$ cat config.mk
export PLATFORM = sky130hd
export DESIGN_NAME = operand_fetch
export DESIGN_NICKNAME = d
export VERILOG_FILES = /design/src/rtl/operand_fetch_pkg.sv /design/src/rtl/opfetch_bypass.sv /design/src/rtl/operand_fetch.sv
export SDC_FILE = /design/constraint.sdc
export NUM_CORES = 1
export LEC_CHECK = 0
export BUFFER_PORTS_ARGS = -buffer_cell sky130_fd_sc_hd__buf_2
export CAP_MARGIN = 20
export CORE_MARGIN = 2
export CORE_UTILIZATION = 45
export CTS_CLUSTER_DIAMETER = 200
export CTS_CLUSTER_SIZE = 16
export DETAILED_ROUTE_END_ITERATION = 12
export GPL_TIMING_DRIVEN = 1
export PLACE_DENSITY = 0.76
export SYNTH_ARGS = -nofsm -noshare
export SYNTH_HDL_FRONTEND = slang
export SYNTH_SLANG_ARGS = --single-unit
export TNS_END_PERCENT = 30
$ cat constraint.sdc
create_clock -name clk -period 8.4 [get_ports clk]
set_input_delay 0.84 -clock clk [delete_from_list [all_inputs] [get_ports clk]]
set_output_delay 0.84 -clock clk [all_outputs]
set_load 0.01 [all_outputs]
$ cat src/rtl/operand_fetch_pkg.sv
// rtl/operand_fetch_pkg.sv - shared CPU package: operand fetch FSM states and width defaults
package operand_fetch_pkg;

  localparam int XLEN_DEFAULT = 32;
  localparam int RA_W_DEFAULT = 5;

  typedef enum logic [1:0] {
    ST_IDLE = 2'd0,
    ST_RD1  = 2'd1,
    ST_RD2  = 2'd2,
    ST_HOLD = 2'd3
  } of_state_t;

endpackage

$ cat src/rtl/opfetch_bypass.sv
// rtl/opfetch_bypass.sv - operand select: x0 forces zero, a matching writeback wins over the base value
module opfetch_bypass #(
  parameter int XLEN = 32,
  parameter int RA_W = 5
) (
  input  logic [RA_W-1:0] i_addr,
  input  logic [XLEN-1:0] i_base,
  input  logic            i_wb_we,
  input  logic [RA_W-1:0] i_wb_addr,
  input  logic [XLEN-1:0] i_wb_data,
  output logic [XLEN-1:0] o_data
);

  // Priority: register 0 is hardwired to zero, then the in-flight writeback, then the base value
  always_comb begin
    o_data = i_base;
    if (i_addr == '0) begin
      o_data = '0;
    end else if (i_wb_we && (i_wb_addr == i_addr)) begin
      o_data = i_wb_data;
    end
  end

endmodule

$ cat src/rtl/operand_fetch.sv
// rtl/operand_fetch.sv - operand fetch stage: sequential rs1/rs2 reads over one register file port
module operand_fetch
  import operand_fetch_pkg::*;
#(
  parameter int XLEN = XLEN_DEFAULT,
  parameter int RA_W = RA_W_DEFAULT
) (
  input  logic            clk,
  input  logic            rst,
  input  logic            in_valid,
  output logic            in_ready,
  input  logic [RA_W-1:0] in_rs1,
  input  logic [RA_W-1:0] in_rs2,
  input  logic [RA_W-1:0] in_rd,
  input  logic            in_use_rs2,
  input  logic [XLEN-1:0] in_imm,
  output logic [RA_W-1:0] rf_read_addr,
  input  logic [XLEN-1:0] rf_data,
  input  logic            wb_we,
  input  logic [RA_W-1:0] wb_addr,
  input  logic [XLEN-1:0] wb_data,
  output logic            out_valid,
  input  logic            out_ready,
  output logic [XLEN-1:0] out_rs1_val,
  output logic [XLEN-1:0] out_rs2_val,
  output logic [RA_W-1:0] out_rd,
  output logic [XLEN-1:0] out_imm
);

  of_state_t       r_state;
  logic [RA_W-1:0] r_rs1;
  logic [RA_W-1:0] r_rs2;
  logic [RA_W-1:0] r_rd;
  logic [XLEN-1:0] r_imm;
  logic            r_use_rs2;
  logic [XLEN-1:0] r_rs1_val;
  logic [XLEN-1:0] r_rs2_val;

  logic [RA_W-1:0] w_rd_addr;
  logic [XLEN-1:0] w_rd_data;
  logic [XLEN-1:0] w_snp_rs1;
  logic [XLEN-1:0] w_snp_rs2;

  // The single read port is steered by state; it idles at x0 so no stray index leaks out
  always_comb begin
    w_rd_addr = '0;
    if (r_state == ST_RD1) begin
      w_rd_addr = r_rs1;
    end else if (r_state == ST_RD2) begin
      w_rd_addr = r_rs2;
    end
  end

  opfetch_bypass #(.XLEN(XLEN), .RA_W(RA_W)) u_read_sel (
    .i_addr    (w_rd_addr),
    .i_base    (rf_data),
    .i_wb_we   (wb_we),
    .i_wb_addr (wb_addr),
    .i_wb_data (wb_data),
    .o_data    (w_rd_data)
  );

  // Snoop paths keep the already-latched operands coherent with later writebacks
  opfetch_bypass #(.XLEN(XLEN), .RA_W(RA_W)) u_snoop_rs1 (
    .i_addr    (r_rs1),
    .i_base    (r_rs1_val),
    .i_wb_we   (wb_we),
    .i_wb_addr (wb_addr),
    .i_wb_data (wb_data),
    .o_data    (w_snp_rs1)
  );

  opfetch_bypass #(.XLEN(XLEN), .RA_W(RA_W)) u_snoop_rs2 (
    .i_addr    (r_rs2),
    .i_base    (r_rs2_val),
    .i_wb_we   (wb_we),
    .i_wb_addr (wb_addr),
    .i_wb_data (wb_data),
    .o_data    (w_snp_rs2)
  );

  // Control FSM: accept, read rs1, optionally read rs2, then hold operands until execute takes them
  always_ff @(posedge clk or posedge rst) begin
    if (rst) begin
      r_state   <= ST_IDLE;
      r_rs1     <= '0;
      r_rs2     <= '0;
      r_rd      <= '0;
      r_imm     <= '0;
      r_use_rs2 <= 1'b0;
      r_rs1_val <= '0;
      r_rs2_val <= '0;
    end else begin
      case (r_state)
        ST_IDLE: begin
          if (in_valid) begin
            r_rs1     <= in_rs1;
            r_rs2     <= in_rs2;
            r_rd      <= in_rd;
            r_imm     <= in_imm;
            r_use_rs2 <= in_use_rs2;
            r_rs1_val <= '0;
            r_rs2_val <= '0;
            r_state   <= ST_RD1;
          end
        end
        ST_RD1: begin
          r_rs1_val <= w_rd_data;
          r_state   <= r_use_rs2 ? ST_RD2 : ST_HOLD;
        end
        ST_RD2: begin
          r_rs2_val <= w_rd_data;
          r_rs1_val <= w_snp_rs1;
          r_state   <= ST_HOLD;
        end
        ST_HOLD: begin
          // Once execute accepts, a coincident writeback belongs to the next instruction's reads
          if (out_ready) begin
            r_state <= ST_IDLE;
          end else begin
            r_rs1_val <= w_snp_rs1;
            if (r_use_rs2) begin
              r_rs2_val <= w_snp_rs2;
            end
          end
        end
        default: r_state <= ST_IDLE;
      endcase
    end
  end

  assign in_ready     = (r_state == ST_IDLE);
  assign out_valid    = (r_state == ST_HOLD);
  assign rf_read_addr = w_rd_addr;
  assign out_rs1_val  = r_rs1_val;
  assign out_rs2_val  = r_rs2_val;
  assign out_rd       = r_rd;
  assign out_imm      = r_imm;

endmodule

### After elaboration in Yosys (flattened, before gate mapping)

Cells that the tools add are included.

* register bits: 114
* input bits: 122
* output and inout bits: 108
* logic and storage cells: 49

* eq/ne operators: 11
* multiplexer cells: 18
* reductions and logical operators: 12

Operators with widths (number)
* 32-bit two-way mux: 10
* 32-bit one-hot mux with 4 select lines: 1
* 32-bit one-hot mux with 3 select lines: 1
* 5-bit == test: 3
* 5-bit logical NOT: 3
* 5-bit two-way mux: 2
* 2-bit one-hot mux with 4 select lines: 1
* 2-bit AND reduction: 3
* 5-bit AND reduction: 1
* 2-bit == test (second input constant): 2
* 2-bit two-way mux: 2
* 2-bit by 1-bit inequality test with 1-bit output (second input constant): 2
* 2-bit inequality test (second input constant): 2
* 1-bit logical AND: 3
* 3-bit by 1-bit inequality test with 1-bit output (second input constant): 1
* 3-bit nonzero test: 1
* 2-bit by 1-bit == test with 1-bit output (second input constant): 1
* 2-bit logical NOT: 1
* 1-bit two-way mux: 1

### Logic depth before layout (Yosys ltp)

* depth after elaboration: 8
* depth in mapped cells: 9
* mapped depth without buffers: 8

### Hierarchy

From an unflattened synthesis, not the netlist that was laid out.

* cell total of the unflattened synthesis: 720
* area total of the unflattened synthesis: 6926.6 sq um

Modules (own cells, without submodules)
* operand_fetch: instances 1, cells each 351, area an instance 4989.8 sq um, sequential area each 2852.7 sq um
* opfetch_bypass: instances 3, cells each 123, area an instance 645.6 sq um, sequential area each 0.0 sq um

### Worst setup path after synthesis

OpenSTA, ideal clock, no wires.

* path kind: input-to-reg
* from: input port wb_addr[2]
* to: register r_rs1_val[10] (netlist: out_rs1_val[10])
* arrival time: 2374 ps
* path slack: 5962 ps
* cell stages on the path: 7
* path buffers: 1
* path through: xor2_1 -> nor4_4 -> a32o_2 -> nand2_2 -> a211oi_4 -> buf_6 -> a221o_2

* word-level cells in the longest chain between the ends: 6

RTL lines
* from (decl): RTL line operand_fetch.sv:20 `input logic [RA_W-1:0] wb_addr,`
* 5-bit == test: RTL line opfetch_bypass.sv:19 `end else if (i_wb_we && (i_wb_addr == i_addr)) begin`
* 1-bit logical AND: RTL line opfetch_bypass.sv:19
* 32-bit two-way mux: RTL line opfetch_bypass.sv:19
* 32-bit two-way mux: RTL line opfetch_bypass.sv:17 `if (i_addr == '0) begin`
* 32-bit two-way mux: RTL line operand_fetch.sv:118 `if (out_ready) begin`
* 32-bit one-hot mux with 4 select lines (*): RTL line operand_fetch.sv:94 `case (r_state)`
* to (signal assigned): RTL line operand_fetch.sv:108 `r_rs1_val <= w_rd_data;`
* to (signal assigned): RTL line operand_fetch.sv:113 `r_rs1_val <= w_snp_rs1;`
* to (signal assigned): RTL line operand_fetch.sv:121 `r_rs1_val <= w_snp_rs1;`
* to (decl): RTL line operand_fetch.sv:36 `logic [XLEN-1:0] r_rs1_val;`

Mark *: on every way between the ends. The rest lies on a longest branch, timed or not. The select of a mux whose other input is x is not followed.
A chain may end at the register's enable or synchronous reset.

### Final worst setup path

* from: input port wb_addr[2]
* to: register r_rs1_val[30] (netlist: out_rs1_val[30])

The elaborated chain is that of the path after synthesis.

==> summary by stage <==
Setup path
The data arrival time of the critical path is approximately 3700 ps. The kind of cell with the highest combined delay along the critical path is simple AND/OR/NAND/NOR gates. Counting buffers and inverters, the worst setup path is 8 cells deep. The worst-path cell with the longest stage delay is sky130_fd_sc_hd__a32o_2. The highest cell delay on the worst timing path is ~760 ps. STA classifies the critical path startpoint as an input port. The critical path is of the input port to flop type. At the worst endpoint, the required time is 8740 ps. The critical path capture point type is a flop. The setup check on the worst reg-to-reg path leaves a slack of ~5000 ps. The depth of the worst register-to-register path is 9.

The peak fanout along the critical path is 33. The critical path buffer and inverter count is 2. The critical path goes through buf_2, xor2_1, nor4_4, a32o_2, nand2_2, nor2_2, buf_4, a221o_1.

Die
During I/O placement, the number of pins put on the boundary was 230. In this run the horizontal extent of the chip is 115 um. The total die area is 0.0131 sq mm. The floorplan step set the die height to roughly 110 um. The site row count is 40. The area inside the core boundary is ~0.012 sq mm. The initial utilization of the core area, before any placement, comes to 0.461.

Power and ir drop
Summed over all cells, the static leakage comes to a little under 4 nW. In this run the power spent charging and discharging nets is between 0.001 and 0.0015 W. The internal power consumption is between 0.0015 and 0.002 W.

The switching part of the total power is 0.376. The share of power burned in combinational logic is 0.439. The power density of the placed cells is slightly above 400 mW/mm^2. IR analysis of the VDD net gives a maximum drop of about 280 uV. The power share of the clock group is 0.253.

The proportion of power drawn by flip-flops and latches is 0.308.

Timing
Timing would allow up to ~0.3 GHz. The final worst-path setup slack is 5000 ps. The post-route setup TNS is 0 ps. Setup repair after global routing left no endpoint under its margin. In the finished design, the share of the clock period the worst path needs comes to 0.404. The count of final setup violators is 0.

The minimum clock period after layout is about 3400 ps. The final hold violation count is 0. At the pin with the least slew margin, the transition time is 1080 ps.

The worst-case headroom to the max-slew limit is 0.279. Clock skew on the completed layout was measured at about 8.0 ps. The number of max-slew violations in the final report is 0.

Place
The half-perimeter wire length after placement is ~10000 um. The global placement routability congestion is roughly 0.9. The setup slack at placement is around 4600 ps.

The total of buffers placed on input and output ports is 229. The placed cell count is about 800.

GRT
The via count of the first global-routing pass is 4757. Entering global routing, the biggest net connects 74 pins. The first global-routing pass estimated roughly 23000 um of wire. The total grt overflow is 0.

The number of antenna violations at the first check in global routing is 0. The global router's overall resource usage is 0.230.

Clocking
The clock tree from TritonCTS is yes. The count of clock tree sinks is ~110. Clock tree synthesis selected as its root buffer the cell sky130_fd_sc_hd__clkbuf_16.

Counting the buffers created by CTS gives 17. The clock latency on the worst-skew pair is between 400 and 500 ps. Post-CTS repair changed the size of 0 cells. The post-CTS setup repair buffer count is 0. The largest buffer count on any clock path is 2.

The quantity of hold-fixing buffers added after cts is 0. In this run the number of H-tree levels came out at 4. Clock-pin slew was measured on the worst setup and hold paths at ~60 ps.

Outcome
The run finished with clean final reports.

Routing
The number of DRC markers after the initial detailed-route iteration is about 400. The DRC violation count after routing is 0. After detailed routing, the average wire length per cell comes to about 18 um. The count of nets left with antenna violations once routing finished came out at 0. After detailed routing, the total wire length is roughly 15000 um. The first TritonRoute pass finished after 5 iterations. The average via count per standard cell is ~5.5. The total via count after detailed routing is 4734.

Logic synthesis
The post-synthesis cell area is approximately 0.0055 sq mm. The count of state elements after synthesis is 114. The post-synthesis instance total is about 470. The synthesized net count is a little under 600.

The primary flip-flop cell chosen by synthesis mapping is sky130_fd_sc_hd__dfrtp_1. For this run, the number of Yosys warnings is 0. The number of library cell types mapped by synthesis is 42. A synthesized cell averages 11.7 sq um. The share of the Yosys chip area taken by registers is 0.518. Of all flip-flops after synthesis, the portion carrying an async set or reset was 1.00. The synthesized design contains 0 enable-type register cells.

Run
Across the run, the number of max-cap violations was 0.

Layout
In the final layout, the share of cells above drive strength 1 is 0.478. In the layout the commonest cells are sky130_fd_sc_hd__buf_2 (229), sky130_fd_sc_hd__dfrtp_1 (114), sky130_fd_sc_hd__nand2_1 (78). The number of standard cells in the final layout excluding fillers is ~850. The final net count is 818. The area growth from synthesis to final layout is 33.9%.

The commonest non-fill, non-tap cell in the layout is sky130_fd_sc_hd__buf_2.

Hold path
The tightest min-delay check is of the input port to asynchronous set/reset pin type.
-- path summary, 6_finish.rpt --
path	startpoint	endpoint
min in group clk	out_rs2_val[4]	out_rs2_val[4]
worst min register to register	out_rs2_val[4]	out_rs2_val[4]
worst max register to register	r_state[0]	out_rs1_val[30]
max in group asynchronous	rst	out_rs2_val[14]
worst max-delay path	wb_addr[2]	out_rs1_val[30]
worst min-delay path	rst	out_imm[10]
-- cells by family after synthesis --
group / after synthesis / synth area share
AND/OR/NAND/NOR: 135 / 0.118
flip-flops: 114 / 0.518
AO/OA/AOI/OAI: 87 / 0.143
multiplexers: 82 / 0.160
buffers and inverters: 39 / 0.0366
XOR/XNOR: 10 / 0.0159
adder cells (fa/ha/maj): 4 / 0.00909
-- per-layer routing --
metal | share of wire | global-route usage | up-vias
li1 | - | - | 2179
met1 | 0.42 | 0.288 | 2290
met2 | 0.47 | 0.373 | 245
met3 | 0.095 | 0.0757 | 20
met4 | 0.015 | 0.0837 | 0
met5 | 0 | 0 | -
-- flip-flops by register name (all words and copies together) (netlist names) --
name         flops
out_imm         32
out_rs1_val     32
out_rs2_val     32
out_rd           5
r_rs1            5
r_rs2            5
r_state          2
r_use_rs2        1
-- area by class of cell --
class	instances	area [sq um]
tap	147	184
clock inverter	11	158
antenna	1	2.50
timing repair buffer	236	1200
sequential	114	2850
fill	953	4590
multi-input combinational	318	2490
inverter	5	21.3
clock buffer	21	470
-- per-stage QoR --
step,hold slack (ps),util,total power (W),instance area [sq um]
floorplan,494,-,0.00183,5510
global placement,464,0.564,0.00220,6750
detailed placement,470,0.564,0.00226,6750
CTS,482,0.616,0.00304,7370
global route,500,0.616,0.00321,7370
finish,470,0.617,0.00302,7380
-- synth_stat cells (2+ instances only) --
| cell type | instances | area [sq um] |
|---|---|---|
| sky130_fd_sc_hd__buf_1 | 2 | 7.51 |
| sky130_fd_sc_hd__clkbuf_1 | 18 | 67.6 |
| sky130_fd_sc_hd__o31ai_1 | 2 | 15.0 |
| sky130_fd_sc_hd__nor2b_1 | 31 | 194 |
| sky130_fd_sc_hd__nand2_1 | 79 | 297 |
| sky130_fd_sc_hd__o221ai_1 | 32 | 280 |
| sky130_fd_sc_hd__a221o_2 | 12 | 135 |
| sky130_fd_sc_hd__buf_2 | 8 | 40.0 |
| sky130_fd_sc_hd__o21ai_0 | 7 | 35.0 |
| sky130_fd_sc_hd__dfrtp_1 | 114 | 2850 |
| sky130_fd_sc_hd__nand2b_1 | 3 | 18.8 |
| sky130_fd_sc_hd__and2b_1 | 2 | 15.0 |
| sky130_fd_sc_hd__a21oi_1 | 3 | 15.0 |
| sky130_fd_sc_hd__a221o_1 | 20 | 200 |
| sky130_fd_sc_hd__mux2i_1 | 33 | 330 |
| sky130_fd_sc_hd__buf_6 | 6 | 67.6 |
| sky130_fd_sc_hd__ha_1 | 4 | 50.1 |
| sky130_fd_sc_hd__xor2_1 | 9 | 78.8 |
| sky130_fd_sc_hd__nor2_1 | 8 | 30.0 |
| sky130_fd_sc_hd__nor4_1 | 2 | 12.5 |
| sky130_fd_sc_hd__o211ai_1 | 2 | 15.0 |
| sky130_fd_sc_hd__mux2_2 | 49 | 552 |
| sky130_fd_sc_hd__inv_1 | 5 | 18.8 |
| sky130_fd_sc_hd__nand3_1 | 2 | 10.0 |
-- power groups by stage --
stage / registers [W] / clock network (W) / logic [W]
after floorplan: 0.00100 / 0 / 0.000827
after global placement: 0.000920 / 0 / 0.00128
after detailed placement: 0.000927 / 0 / 0.00133
after CTS: 0.000927 / 0.000776 / 0.00134
after global routing: 0.000955 / 0.000803 / 0.00145
final: 0.000930 / 0.000764 / 0.00133
Note: power is estimated with default switching activity, not from simulation.
